$ cat src/rtl/led_pkg.sv
// Shared constants for the LED PWM peripheral: register offsets and BLINK_HALF width.
// No logic; pure compile-time definitions.
// Imported by the top module and the timebase.
package led_pkg;
  localparam logic [4:0] OFF_CTRL_WR = 5'h00;
  localparam logic [4:0] OFF_CTRL_RD = 5'h04;
  localparam logic [4:0] OFF_DUTY    = 5'h08;
  localparam logic [4:0] OFF_MASK    = 5'h0C;
  localparam logic [4:0] OFF_HALF    = 5'h10;
  localparam int         BLINK_HALF_W = 16;
endpackage

$ cat src/rtl/led_pwm_timebase.sv
// Free-running prescaler and PWM counter; tick and frame_end are single-cycle strobes.
// Latency: strobes are combinational from the counter state; counters advance every clk.
// No backpressure: the counters are cleared only by reset.
module led_pwm_timebase
  import led_pkg::*;
#(
  parameter int PRESCALE = 16,
  parameter int PWM_BITS = 8
) (
  input  logic                clk,
  input  logic                rst,
  output logic [PWM_BITS-1:0] pwm_cnt,
  output logic                tick,
  output logic                frame_end
);
  localparam int PW = (PRESCALE > 1) ? $clog2(PRESCALE) : 1;
  localparam logic [PW-1:0] PRESC_LAST = PW'(PRESCALE - 1);

  logic [PW-1:0] presc;

  assign tick      = (presc == PRESC_LAST);
  assign frame_end = tick & (&pwm_cnt);

  // Prescaler wraps at PRESCALE-1; PWM counter steps on each tick and wraps naturally.
  always_ff @(posedge clk) begin
    if (rst) begin
      presc   <= '0;
      pwm_cnt <= '0;
    end else begin
      presc <= tick ? '0 : presc + 1'b1;
      if (tick) pwm_cnt <= pwm_cnt + 1'b1;
    end
  end
endmodule

$ cat src/rtl/led_pwm_peripheral.sv
// LED PWM peripheral: register file, bus decode, PWM compare and optional blink (macro LED_PWM_BLINK_EN).
// Latency: read data combinational; leds_o registered one cycle after any input change.
// No backpressure: bus accesses complete in the cycle they are strobed.
module led_pwm_peripheral
  import led_pkg::*;
#(
  parameter int NUM_LEDS = 8,
  parameter int PWM_BITS = 8,
  parameter int PRESCALE = 16
) (
  input  logic                clk,
  input  logic                rst,
  input  logic                rd_en_i,
  input  logic                wr_en_i,
  input  logic [31:0]         addr_i,
  input  logic [31:0]         data_i,
  output logic [31:0]         data_o,
  output logic [NUM_LEDS-1:0] leds_o
);
  logic [4:0]          off;
  logic [NUM_LEDS-1:0] ctrl;
  logic [PWM_BITS-1:0] duty;
  logic [PWM_BITS-1:0] pwm_cnt;
  logic                tick;
  logic                frame_end;
  logic                pwm_on;
  logic [NUM_LEDS-1:0] blink_gate;
  logic                unused_bits;

  assign off         = addr_i[4:0];
  assign unused_bits = ^{addr_i[31:5], data_i, tick, frame_end};

  led_pwm_timebase #(
    .PRESCALE (PRESCALE),
    .PWM_BITS (PWM_BITS)
  ) u_timebase (
    .clk       (clk),
    .rst       (rst),
    .pwm_cnt   (pwm_cnt),
    .tick      (tick),
    .frame_end (frame_end)
  );

  // Core registers; reset wins over a same-cycle write.
  always_ff @(posedge clk) begin
    if (rst) begin
      ctrl <= '0;
      duty <= '1;
    end else if (wr_en_i) begin
      if (off == OFF_CTRL_WR) ctrl <= data_i[NUM_LEDS-1:0];
      if (off == OFF_DUTY)    duty <= data_i[PWM_BITS-1:0];
    end
  end

`ifdef LED_PWM_BLINK_EN
  logic [NUM_LEDS-1:0]     blink_mask;
  logic [BLINK_HALF_W-1:0] blink_half;
  logic [BLINK_HALF_W-1:0] blink_cnt;
  logic                    phase;

  // Blink registers and half-period counter; a BLINK_HALF write restarts the blink at phase 1.
  always_ff @(posedge clk) begin
    if (rst) begin
      blink_mask <= '0;
      blink_half <= '0;
      blink_cnt  <= '0;
      phase      <= 1'b1;
    end else begin
      if (wr_en_i && off == OFF_MASK) blink_mask <= data_i[NUM_LEDS-1:0];
      if (wr_en_i && off == OFF_HALF) begin
        blink_half <= data_i[BLINK_HALF_W-1:0];
        blink_cnt  <= '0;
        phase      <= 1'b1;
      end else if (blink_half == '0) begin
        blink_cnt <= '0;
        phase     <= 1'b1;
      end else if (frame_end) begin
        if (blink_cnt == blink_half - 1'b1) begin
          blink_cnt <= '0;
          phase     <= ~phase;
        end else begin
          blink_cnt <= blink_cnt + 1'b1;
        end
      end
    end
  end

  assign blink_gate = ~blink_mask | {NUM_LEDS{phase}};
`else
  assign blink_gate = '1;
`endif

  // Duty extremes are absolute so DUTY=all-ones is fully on rather than missing one step.
  always_comb begin
    if (duty == '0)      pwm_on = 1'b0;
    else if (&duty)      pwm_on = 1'b1;
    else                 pwm_on = (pwm_cnt < duty);
  end

  // Read mux: zero when not strobed, for write-only CTRL, and for undecoded offsets.
  always_comb begin
    data_o = '0;
    if (rd_en_i) begin
      case (off)
        OFF_CTRL_RD: data_o = 32'(ctrl);
        OFF_DUTY:    data_o = 32'(duty);
`ifdef LED_PWM_BLINK_EN
        OFF_MASK:    data_o = 32'(blink_mask);
        OFF_HALF:    data_o = 32'(blink_half);
`endif
        default:     data_o = '0;
      endcase
    end
  end

  // Registered LED drive.
  always_ff @(posedge clk) begin
    if (rst) leds_o <= '0;
    else     leds_o <= ctrl & {NUM_LEDS{pwm_on}} & blink_gate;
  end
endmodule

$ cat config.mk
export PLATFORM = sky130hd
export DESIGN_NAME = led_pwm_peripheral
export DESIGN_NICKNAME = d
export VERILOG_FILES = /design/src/rtl/led_pkg.sv /design/src/rtl/led_pwm_timebase.sv /design/src/rtl/led_pwm_peripheral.sv
export SDC_FILE = /design/constraint.sdc
export NUM_CORES = 1
export LEC_CHECK = 0
export ABC_AREA = 0
export CORE_ASPECT_RATIO = 1.75
export CORE_UTILIZATION = 45
export CTS_BUF_LIST = sky130_fd_sc_hd__clkbuf_8
export DETAILED_ROUTE_END_ITERATION = 6
export DONT_BUFFER_PORTS = 1
export GPL_ROUTABILITY_DRIVEN = 0
export SLEW_MARGIN = 20
export SYNTH_ARGS = -nofsm -noshare
export SYNTH_HDL_FRONTEND = slang
export SYNTH_SLANG_ARGS = --single-unit
$ cat constraint.sdc
create_clock -name clk -period 4.2 [get_ports clk]
set_input_delay 0.63 -clock clk [delete_from_list [all_inputs] [get_ports clk]]
set_output_delay 0.63 -clock clk [all_outputs]
set_load 0.05 [all_outputs]
After elaboration in Yosys (flattened, before gate mapping) --
Index checks and enable logic that the tools add are counted.
Cells by class: add/sub/neg operators 2, order comparisons 1, equality and inequality tests 3, muxes and demuxes 4, bitwise operators 1, reductions and logical operators 6
Operator list (count):
- case mux 8 bit (2 select lines) | 1
- adder 8 x 1 -> 8 bit, second input constant | 1
- AND 8 bit | 1
- zero test 8 bit | 1
- less-than comparator 8 bit | 1
- two-way mux 8 bit | 1
- AND reduction 8 bit | 1
- equality test 5 x 3 -> 1 bit, second input constant | 1
- equality test 5 x 4 -> 1 bit, second input constant | 1
- zero test 5 bit | 1
- adder 4 x 1 -> 4 bit, second input constant | 1
- equality test 4 bit, second input constant | 1
- AND reduction 2 bit | 2
- two-way mux 1 bit | 2
- OR reduction 2 bit | 1
Storage, ports and cells: flip-flop bits (word level) 36, logic and storage cells 22

Depth between registers and ports, before layout --
Gate-level depths: netlist (run 1).
depth after elaboration 4, depth in mapped cells 6, mapped depth without buffers 6

Cells and area by module --
A second synthesis (run 1) with hierarchy kept.
Second synthesis, totals: cell total of the unflattened synthesis 206, area, all modules 1890.6 sq um
By module, submodules not included:
- led_pwm_peripheral | instances 1, cells an instance 150, area each 1387.6 sq um, sequential area each 480.5 sq um
- led_pwm_timebase | instances 1, cells an instance 56, area each 503.0 sq um, sequential area each 240.2 sq um

Least setup slack after synthesis (run 1) --
No wires, ideal clock.
kind input -> output, from input port addr_i[2], to output port data_o[6], arrival 2.063 ns, setup slack 1.507 ns, stages on the path 5, path buffers 1, cells stage by stage nand2b_1 nor4_4 buf_2 a22oi_1 nor2b_1
Between the ends: longest elaborated chain between the ends 3, elaborated cells between the ends (all ways) 4, those cells by class eq/ne: 2; mux: 2
Ends and longest elaborated chain:
- from (decl) | RTL line led_pwm_peripheral.sv:15 | input logic [31:0] addr_i,
- equality test 5 x 4 -> 1 bit / equality test 5 x 3 -> 1 bit (equally long branches) | RTL line led_pwm_peripheral.sv:104 | case (off)
- case mux 8 bit (2 select lines) * | RTL line led_pwm_peripheral.sv:104
- two-way mux 8 bit * | RTL line led_pwm_peripheral.sv:103 | if (rd_en_i) begin
- to (decl) | RTL line led_pwm_peripheral.sv:17 | output logic [31:0] data_o,
Every way passes the cells marked *; elsewhere a longest branch is shown, timed or not.

Final worst setup path (run 1) --
from input port addr_i[2], to output port data_o[0]
The elaborated chain is that of the path after synthesis.

==> run summary, run 1 <==
### Timing
- **Total Negative Setup Slacks** 0 ps
- **final critical-path setup slack** 1400 ps
- **final hold violation count** 0
- **highest clock rate** 357 MHz
- **final setup violation count** 0
- **hold slack** 400 ps
- **Final Slew Violations** 0
- **ratio of final minimum period to clock period** 66.7%
- **transition time at the pin with the least slew margin** 1070 ps
- **minimum clock period** 2800 ps
- **RSZ-0062 raised after global routing** false
- **tightest slew margin relative to the limit** 28.0%
- **final clock skew** 9.17 ps

### Global routing
- **global routing's busiest layer** met2
- **number of antenna violations at the first check in global routing** 0
- **number of global-route vias before repair** 1,438
- **maximum number of pins on one net before global-route repair** 30
- **global-route track usage on met3** 6.25%
- **wire length of the first global-routing pass** 6560 um
- **global-route track usage on met2** 36.7%
- **met1 demand-to-capacity share in global routing** 18.2%
- **Overall Global Routing Usage** 19.6%
- **Overflow after GRT** 0

### CTS
- **number of buffers added to fix hold violations after cts** 0
- **clock latency on the worst-skew pair** 290 ps
- **CTS tree** yes
- **Clk Tree Root Cell** clkbuf_8
- **number of H-tree branching levels** 2
- **Post CTS Setup Buffer Count** 0
- **CTS Sinks** 36
- **PostCTS Resize Cnt** 0
- **clock buffer depth** 2
- **Reg clk slew, reported paths** 70 ps
- **Num CTS Buffers** 5

### Finish
- **non-filler cells, final** 256
- **number of nets at the end of the flow** 284
- **ratio of cells with drive above 1 in the final layout** 9.13%
- **ant diodes** 0
- **multi-input gate area in the final layout** 1010 um^2
- **Synth-to-Final Area Change** 4.41%
- **number of fillers in the final layout** 381
- **cell area after layout** 1980 um^2
- **FF/Latch Area** 721 um^2

### Place
- **count of input and output buffers** 0
- **DP Cell Count** 248
- **half-perimeter wire length after detailed placement** 3030 um
- **post-place instance area** 1880 um^2
- **worst setup slack before clock tree synthesis** 1360 ps

### Worst setup path
- **source of the critical timing path** addr_i[2]
- **peak fanout along the critical path** 24
- **RR Startpoint** duty[7]
- **critical path type** in -> out
- **data arrival at the endpoint of the critical path** 2170 ps
- **endpoint type of the worst setup path** primary output
- **required time at the endpoint of the critical path** 3570 ps
- **nature of the critical path startpoint** input pin

### Floorplan
- **die footprint** 4500 um^2
- **starting density of the core** 48.2%
- **die span in x** 51.1 um
- **Die Ht** 88.0 um
- **core region area** 3940 um^2
- **Std-Cell Rows** 30
- **num ports** 108

### Synth
- **Avg Inst Size Synth** 9.36 um^2
- **register bit count reported by yosys** 36
- **synthesized netlist cell count** 203
- **post-synth cell types** 36
- **YS warnings** 0
- **post-synthesis instance area** 1900 um^2
- **sequential-to-total area share from yosys stat** 37.9%

### Worst hold path
- **worst hold-check path type** in -> reg
- **hold path startpoint** rst

### Power
- **worst supply voltage drop on vdd** 0.000221 V
- **power density relative to cell area** 363 nW/um^2
- **P_leak** 0.897 nW

### Job
- **max-cap check violation count** 0

### Routing
- **count of vias placed by the detailed router** 1,391
- **sum of routed wire length over all layers** 3930 um
- **Pre-Repair DR Iteration Count** 4
- **vias per inst** 5.43
- **Final ANT Viol Nets** 0
- **DRT iter0 DRCs** 39
- **remaining routing DRC violations** 0
- **detailed-route wire length per cell** 15.4 um

### Status
- **outcome** finished clean

-- path summary, 6_finish.rpt --
kind / cells past startpoint / slack (ps) / to
min: 1 / 400 / u_timebase.pwm_cnt[3]
max: 5 / 1400 / data_o[0]
max reg2reg: 6 / 2140 / leds_o[4]
min reg2reg: 1 / 480 / u_timebase.presc[0]
-- logic make-up (layout without fill, tap and decap cells) --
logic type | after synthesis | after routing | share of synthesized area [%]
AO/OA/AOI/OAI | 35 | 35 | 14.8
XOR/XNOR | 7 | 7 | 3.23
adder cells (fa/ha/maj) | 9 | 9 | 5.93
buffers and inverters | 42 | 24 | 13.7
flip-flops | 36 | 36 | 37.9
multiplexers | 8 | 8 | 4.21
other | 1 | 24 | 0.197
AND/OR/NAND/NOR | 65 | 65 | 20.0
-- flip-flops by register name, summed over array words and instances (netlist names) --
name	count
ctrl	8
duty	8
leds_o	8
u_timebase.pwm_cnt	8
u_timebase.presc	4
-- report_power, final --
part	internal (W)	leakage, nW	switching [W]
sequential	0.000345	0.291	0.00000534
clock	0.000174	0.0593	0.000124
combinational	0.0000113	0.546	0.0000600
-- area by class of cell --
type,instances,share of cell area (%)
inverter,8,1.51
clock inverter,3,1.95
timing repair buffer,8,3.03
clock buffer,5,3.47
tap,48,3.03
sequential,36,36.3
multi-input combinational,148,50.7
-- through the flow --
| stage | power (W) | utilization (%) |
|---|---|---|
| 3_5_place_dp | 0.000429 | 47.6 |
| 4_1_cts | 0.000726 | 50.3 |
| 2_1_floorplan | 0.000448 | - |
| 3_3_place_gp | 0.000428 | 47.6 |
| 6_report | 0.000720 | 50.3 |
| 5_1_grt | 0.000747 | 50.3 |
-- routing by layer --
| layer | share of wire [%] | wire length (um) |
|---|---|---|
| met1 | 36 | 1400 |
| met3 | 6.5 | 254 |
| met2 | 56 | 2210 |
| met4 | 1.7 | 65 |
| met5 | 0 | 0 |
-- cell usage after synthesis, drive strengths merged --
cell	instances	share of area, %
and4	1	0.46
nand4b	1	0.46
or3	1	0.33
ha	9	5.9
nand2b	2	0.66
a311o	7	3.7
buf	30	11
nor2b	8	2.6
a21oi	13	3.4
nor3	4	1.1
nor2	16	3.2
a21bo	1	0.53
nand3	4	1.1
nand2	4	0.79
a2111oi	1	1.4
conb	1	0.20
nor3b	9	3.6
and2	1	0.33
mux2i	8	4.2
o21ai	3	0.79
nand4	6	2.0
inv	8	1.6
and3	2	0.66
a31oi	1	0.33
xnor2	4	1.8
xor2	3	1.4
nand3b	2	0.79
o41ai	1	1.4
nor4	4	2.1
clkbuf	4	0.79
a22oi	8	3.2
dfxtp	36	38
-- critical path: stages --
cell      delay [ps]
nand2b_1         150
nor4_4           810
a22oi_1          160
nor2b_1          200
buf_4            220
-- cell usage in the layout, fill, tap and decap left out, types with 2 or more instances in the layout --
cell type / instances
nand2b_1: 2
a22oi_1: 8
a21oi_1: 13
buf_4: 8
nor2b_1: 8
nor3_1: 4
nor4_1: 3
a311o_1: 7
nand4_1: 6
clkbuf_8: 5
conb_1: 24
ha_1: 9
inv_1: 9
o21ai_0: 3
dfxtp_1: 36
xnor2_1: 4
xor2_1: 3
nand2_1: 4
nand3_1: 4
and3_1: 2
nor3b_1: 9
nand3b_1: 2
mux2i_1: 8
nor2_1: 16
(Power assumes the default switching activity.)
==> run 2, diff against run 1 <==
clock period = 2.88 ns   (was 4.2 ns; I/O delays follow)
==> run summary, run 2 (synthesis gave the netlist of run 1 again) <==
### Status
- **outcome** finished clean

### Timing
- **ratio of final minimum period to clock period** 76.3%
- **tightest slew margin relative to the limit** 44.6%
- **transition time at the pin with the least slew margin** 824 ps
- **Total Negative Setup Slacks** 0 ps
- **final critical-path setup slack** 681 ps
- **RSZ-0062 raised after global routing** false
- **Final Slew Violations** 0
- **minimum clock period** 2200 ps
- **final clock skew** 6.92 ps
- **final setup violation count** 0
- **final hold violation count** 0
- **highest clock rate** 455 MHz

### Finish
- **top library cells by usage in the layout, fill and taps aside** 36 x dfxtp_1, 24 x conb_1, 16 x nor2_1
- **number of nets at the end of the flow** 285
- **leading cell type in the layout, fill and taps excluded** dfxtp_1
- **number of fillers in the final layout** 391
- **multi-input gate area in the final layout** 1010 um^2
- **Synth-to-Final Area Change** 3.75%
- **ant diodes** 0
- **ratio of cells with drive above 1 in the final layout** 10.0%
- **FF/Latch Area** 721 um^2

### Worst setup path
- **Worst path top cell family by delay** simple AND/OR/NAND/NOR gates
- **critical path type** in -> out
- **required time at the endpoint of the critical path** 2450 ps
- **cell chain of the critical path** nand2b_1, nor4_4, a22oi_1, nor2b_1, buf_4
- **crit path buf inv count** 1
- **peak fanout along the critical path** 17
- **endpoint type of the worst setup path** primary output
- **crit path max-delay cell type** nor4_4
- **maximum cell stage delay along the critical path** 630 ps
- **data arrival at the endpoint of the critical path** 1770 ps
- **nature of the critical path startpoint** input pin

### Power
- **NetSw** 0.000284 W
- **part of the power in the clock network** 36.8%
- **Power Total** 0.000973 W
- **Seq pwr share** 52.6%
- **P_leak** 0.891 nW
- **power density relative to cell area** 493 nW/um^2
- **relative contribution of combinational cells to total power** 10.7%
- **worst supply voltage drop on vdd** 0.000312 V
- **fraction of power spent switching nets** 29.2%
- **cell-internal power** 0.000689 W

### Global routing
- **global routing's busiest layer** met2
- **Overflow after GRT** 0
- **Overall Global Routing Usage** 18.4%
- **global-route track usage on met2** 35.4%
- **number of global-route vias before repair** 1,338
- **wire length of the first global-routing pass** 6150 um
- **global-route track usage on met3** 5.38%
- **number of antenna violations at the first check in global routing** 0
- **met1 demand-to-capacity share in global routing** 17.1%
- **maximum number of pins on one net before global-route repair** 30

### Routing
- **DRT iter0 DRCs** 24
- **count of vias placed by the detailed router** 1,405
- **Final ANT Viol Nets** 0
- **detailed-route wire length per cell** 15.1 um
- **sum of routed wire length over all layers** 3890 um
- **vias per inst** 5.47
- **remaining routing DRC violations** 0
- **Pre-Repair DR Iteration Count** 4

### Floorplan
- **Die Ht** 88.0 um
- **die footprint** 4500 um^2
- **starting density of the core** 48.2%
- **num ports** 108
- **die span in x** 51.1 um
- **Std-Cell Rows** 30
- **core region area** 3940 um^2

### Place
- **count of input and output buffers** 0
- **worst setup slack before clock tree synthesis** 691 ps
- **half-perimeter wire length after detailed placement** 3010 um

### CTS
- **CTS Sinks** 36
- **Post CTS Setup Buffer Count** 0
- **clock buffer depth** 2
- **Clk Tree Root Cell** clkbuf_8
- **clock latency on the worst-skew pair** 300 ps
- **number of H-tree branching levels** 2
- **PostCTS Resize Cnt** 0
- **CTS tree** yes
- **Num CTS Buffers** 5
- **number of buffers added to fix hold violations after cts** 0
- **Reg clk slew, reported paths** 80 ps

### Job
- **max-cap check violation count** 0

### Worst hold path
- **worst hold-check path type** in -> reg

[run 2: cell count changes in the layout (fill, tap and decap cells not counted)]
cell | before | now
clkinv_2 | 1 | 2
buf_4 | 8 | 9
bufinv_16 | 1 | 0
inv_1 | 9 | 8
clkinv_4 | 0 | 1
[run 2: final timing paths]
kind                             from                   to  slack, ps  cells past startpoint
setup / recovery            addr_i[2]            data_o[6]        680                      5
hold / removal                    rst              ctrl[4]        200                      1
setup reg to reg              duty[7]            leds_o[5]        890                      6
hold reg to reg   u_timebase.presc[0]  u_timebase.presc[0]        480                      1
[run 2: power groups by stage]
stage               logic [W]  registers (W)  clock network, W
finish               0.000104       0.000511          0.000358
global route         0.000110       0.000512          0.000387
CTS                  0.000104       0.000511          0.000364
detailed placement   0.000104       0.000523                 0
global placement     0.000102       0.000522                 0
floorplan            0.000132       0.000521                 0
[run 2: final cells by class]
cell class	instances	share of cell area (%)
tap	48	3.05
timing repair buffer	9	3.43
multi-input combinational	148	51.0
sequential	36	36.5
clock inverter	3	0.952
inverter	8	1.52
clock buffer	5	3.49
[run 2: metal layers]
| metal | routed length [um] | up-vias |
|---|---|---|
| li1 | - | 681 |
| met1 | 1450 | 669 |
| met2 | 2140 | 49 |
| met3 | 234 | 6 |
| met4 | 68 | 0 |
| met5 | 0 | - |
[run 2: metrics by stage]
step	cell area (um^2)	util, %	hold WS, ps	instances
global route	1970	50.0	189	257
global placement	1880	47.8	459	249
CTS	1970	50.0	193	257
detailed placement	1880	47.8	477	249
finish	1970	50.0	197	257
floorplan	1990	-	457	226
==> run 3, diff against run 2 <==
clock period = 1.9 ns   (was 2.88 ns; I/O delays follow)
==> run summary, run 3 (synthesis gave the netlist of run 1 again) <==
### Status
- **outcome** finished clean

### Place
- **half-perimeter wire length after detailed placement** 3130 um
- **post-place instance area** 2040 um^2
- **count of input and output buffers** 0

### Worst setup path
- **cell chain of the critical path** nor4_1, and2_1, a22oi_1, nor2b_2, buf_12
- **maximum cell stage delay along the critical path** 370 ps
- **nature of the critical path startpoint** input pin
- **crit path buf inv count** 1
- **data arrival at the endpoint of the critical path** 1480 ps
- **peak fanout along the critical path** 8
- **source of the critical timing path** addr_i[1]
- **FF-to-FF path depth** 5
- **RR Startpoint** duty[6]
- **critical path type** in -> out
- **required time at the endpoint of the critical path** 1620 ps
- **critical path depth** 5
- **endpoint type of the worst setup path** primary output
- **Worst path top cell family by delay** simple AND/OR/NAND/NOR gates
- **crit path max-delay cell type** and2_1
- **setup slack of the most critical reg-to-reg path** 150 ps

### Global routing
- **number of global-route vias before repair** 1,370
- **Overflow after GRT** 0
- **maximum number of pins on one net before global-route repair** 30
- **wire length of the first global-routing pass** 6260 um
- **number of antenna violations at the first check in global routing** 0
- **Overall Global Routing Usage** 19.1%

### Timing
- **highest clock rate** 565 MHz
- **minimum clock period** 1770 ps
- **final clock skew** 14.9 ps
- **transition time at the pin with the least slew margin** 754 ps
- **Total Negative Setup Slacks** 0 ps
- **ratio of final minimum period to clock period** 93.1%
- **tightest slew margin relative to the limit** 49.5%
- **final setup violation count** 0
- **final hold violation count** 0
- **Final Slew Violations** 0
- **RSZ-0062 raised after global routing** false

### Routing
- **Pre-Repair DR Iteration Count** 4
- **detailed-route wire length per cell** 15.3 um
- **remaining routing DRC violations** 0
- **sum of routed wire length over all layers** 4010 um
- **vias per inst** 5.43
- **DRT iter0 DRCs** 26
- **count of vias placed by the detailed router** 1,423
- **Final ANT Viol Nets** 0

### Floorplan
- **core region area** 3940 um^2
- **Die Ht** 88.0 um
- **Std-Cell Rows** 30
- **die span in x** 51.1 um
- **starting density of the core** 48.2%
- **num ports** 108
- **die footprint** 4500 um^2

### Finish
- **ant diodes** 0
- **ratio of cells with drive above 1 in the final layout** 15.4%
- **Synth-to-Final Area Change** 13.3%
- **number of nets at the end of the flow** 290
- **leading cell type in the layout, fill and taps excluded** dfxtp_1
- **cell area after layout** 2150 um^2
- **top library cells by usage in the layout, fill and taps aside** 36 x dfxtp_1, 24 x conb_1, 16 x nor2_1

### Worst hold path
- **number of cells on the worst hold path** 1
- **hold path startpoint** rst
- **worst hold-check path type** in -> reg

### CTS
- **Num CTS Buffers** 5
- **Reg clk slew, reported paths** 80 ps
- **clock buffer depth** 2
- **Post CTS Setup Buffer Count** 0
- **Clk Tree Root Cell** clkbuf_8
- **number of H-tree branching levels** 2
- **CTS tree** yes
- **clock latency on the worst-skew pair** 300 ps
- **CTS Sinks** 36

### Power
- **power density relative to cell area** 746 nW/um^2
- **worst supply voltage drop on vdd** 0.000431 V
- **P_leak** 0.954 nW

### Job
- **max-cap check violation count** 0

run 3: cell count changes in the layout (fill, tap and decap cells not counted), sizes merged:
| cell | change |
|---|---|
| buf | +5 |
| bufinv | +1 |
| clkinv | -2 |
| inv | +1 |
run 3: final timing paths:
| kind | endpoint |
|---|---|
| worst max-delay path | data_o[3] |
| worst min-delay path | ctrl[1] |
| worst max register to register | leds_o[2] |
| worst min register to register | u_timebase.presc[0] |
run 3: final cells by class:
cell class / count / area [um^2]
Timing Repair Buffer: 14 / 209
Clock inverter: 3 / 38.8
Clock buffer: 5 / 68.8
Tap cell: 48 / 60.1
Multi-Input combinational cell: 148 / 1030
Fill cell: 376 / 1790
Sequential cell: 36 / 721
Inverter: 8 / 30.0
run 3: through the flow:
stage	worst slack [ps]	hold WS, ps	power (W)	util, %	instances
after global routing	53.7	37.3	0.00165	54.6	262
after global placement	106	357	0.000956	51.8	254
after CTS	42.1	44.5	0.00161	54.5	262
after detailed placement	71.9	360	0.000960	51.8	254
after floorplan	141	429	0.000991	-	226
final	131	43.8	0.00161	54.6	262
run 3: what timing repair did:
item,4_1_cts,5_1_grt
hold buffers,0,0
setup endpoints to repair,0,8
gates resized for setup,0,1
run 3: power breakdown:
group	switching [W]	internal (W)
logic	0.000135	0.0000342
clock network	0.000278	0.000384
registers	0.0000109	0.000764
total	0.000424	0.00118
run 3: per-layer routing:
metal	up-vias	GRT usage [%]	part of all wire (%)
met5	-	0	0
met4	0	9.09	2.2
met3	9	6.77	6.2
met2	47	36.7	55
met1	671	16.8	36
li1	696	-	-
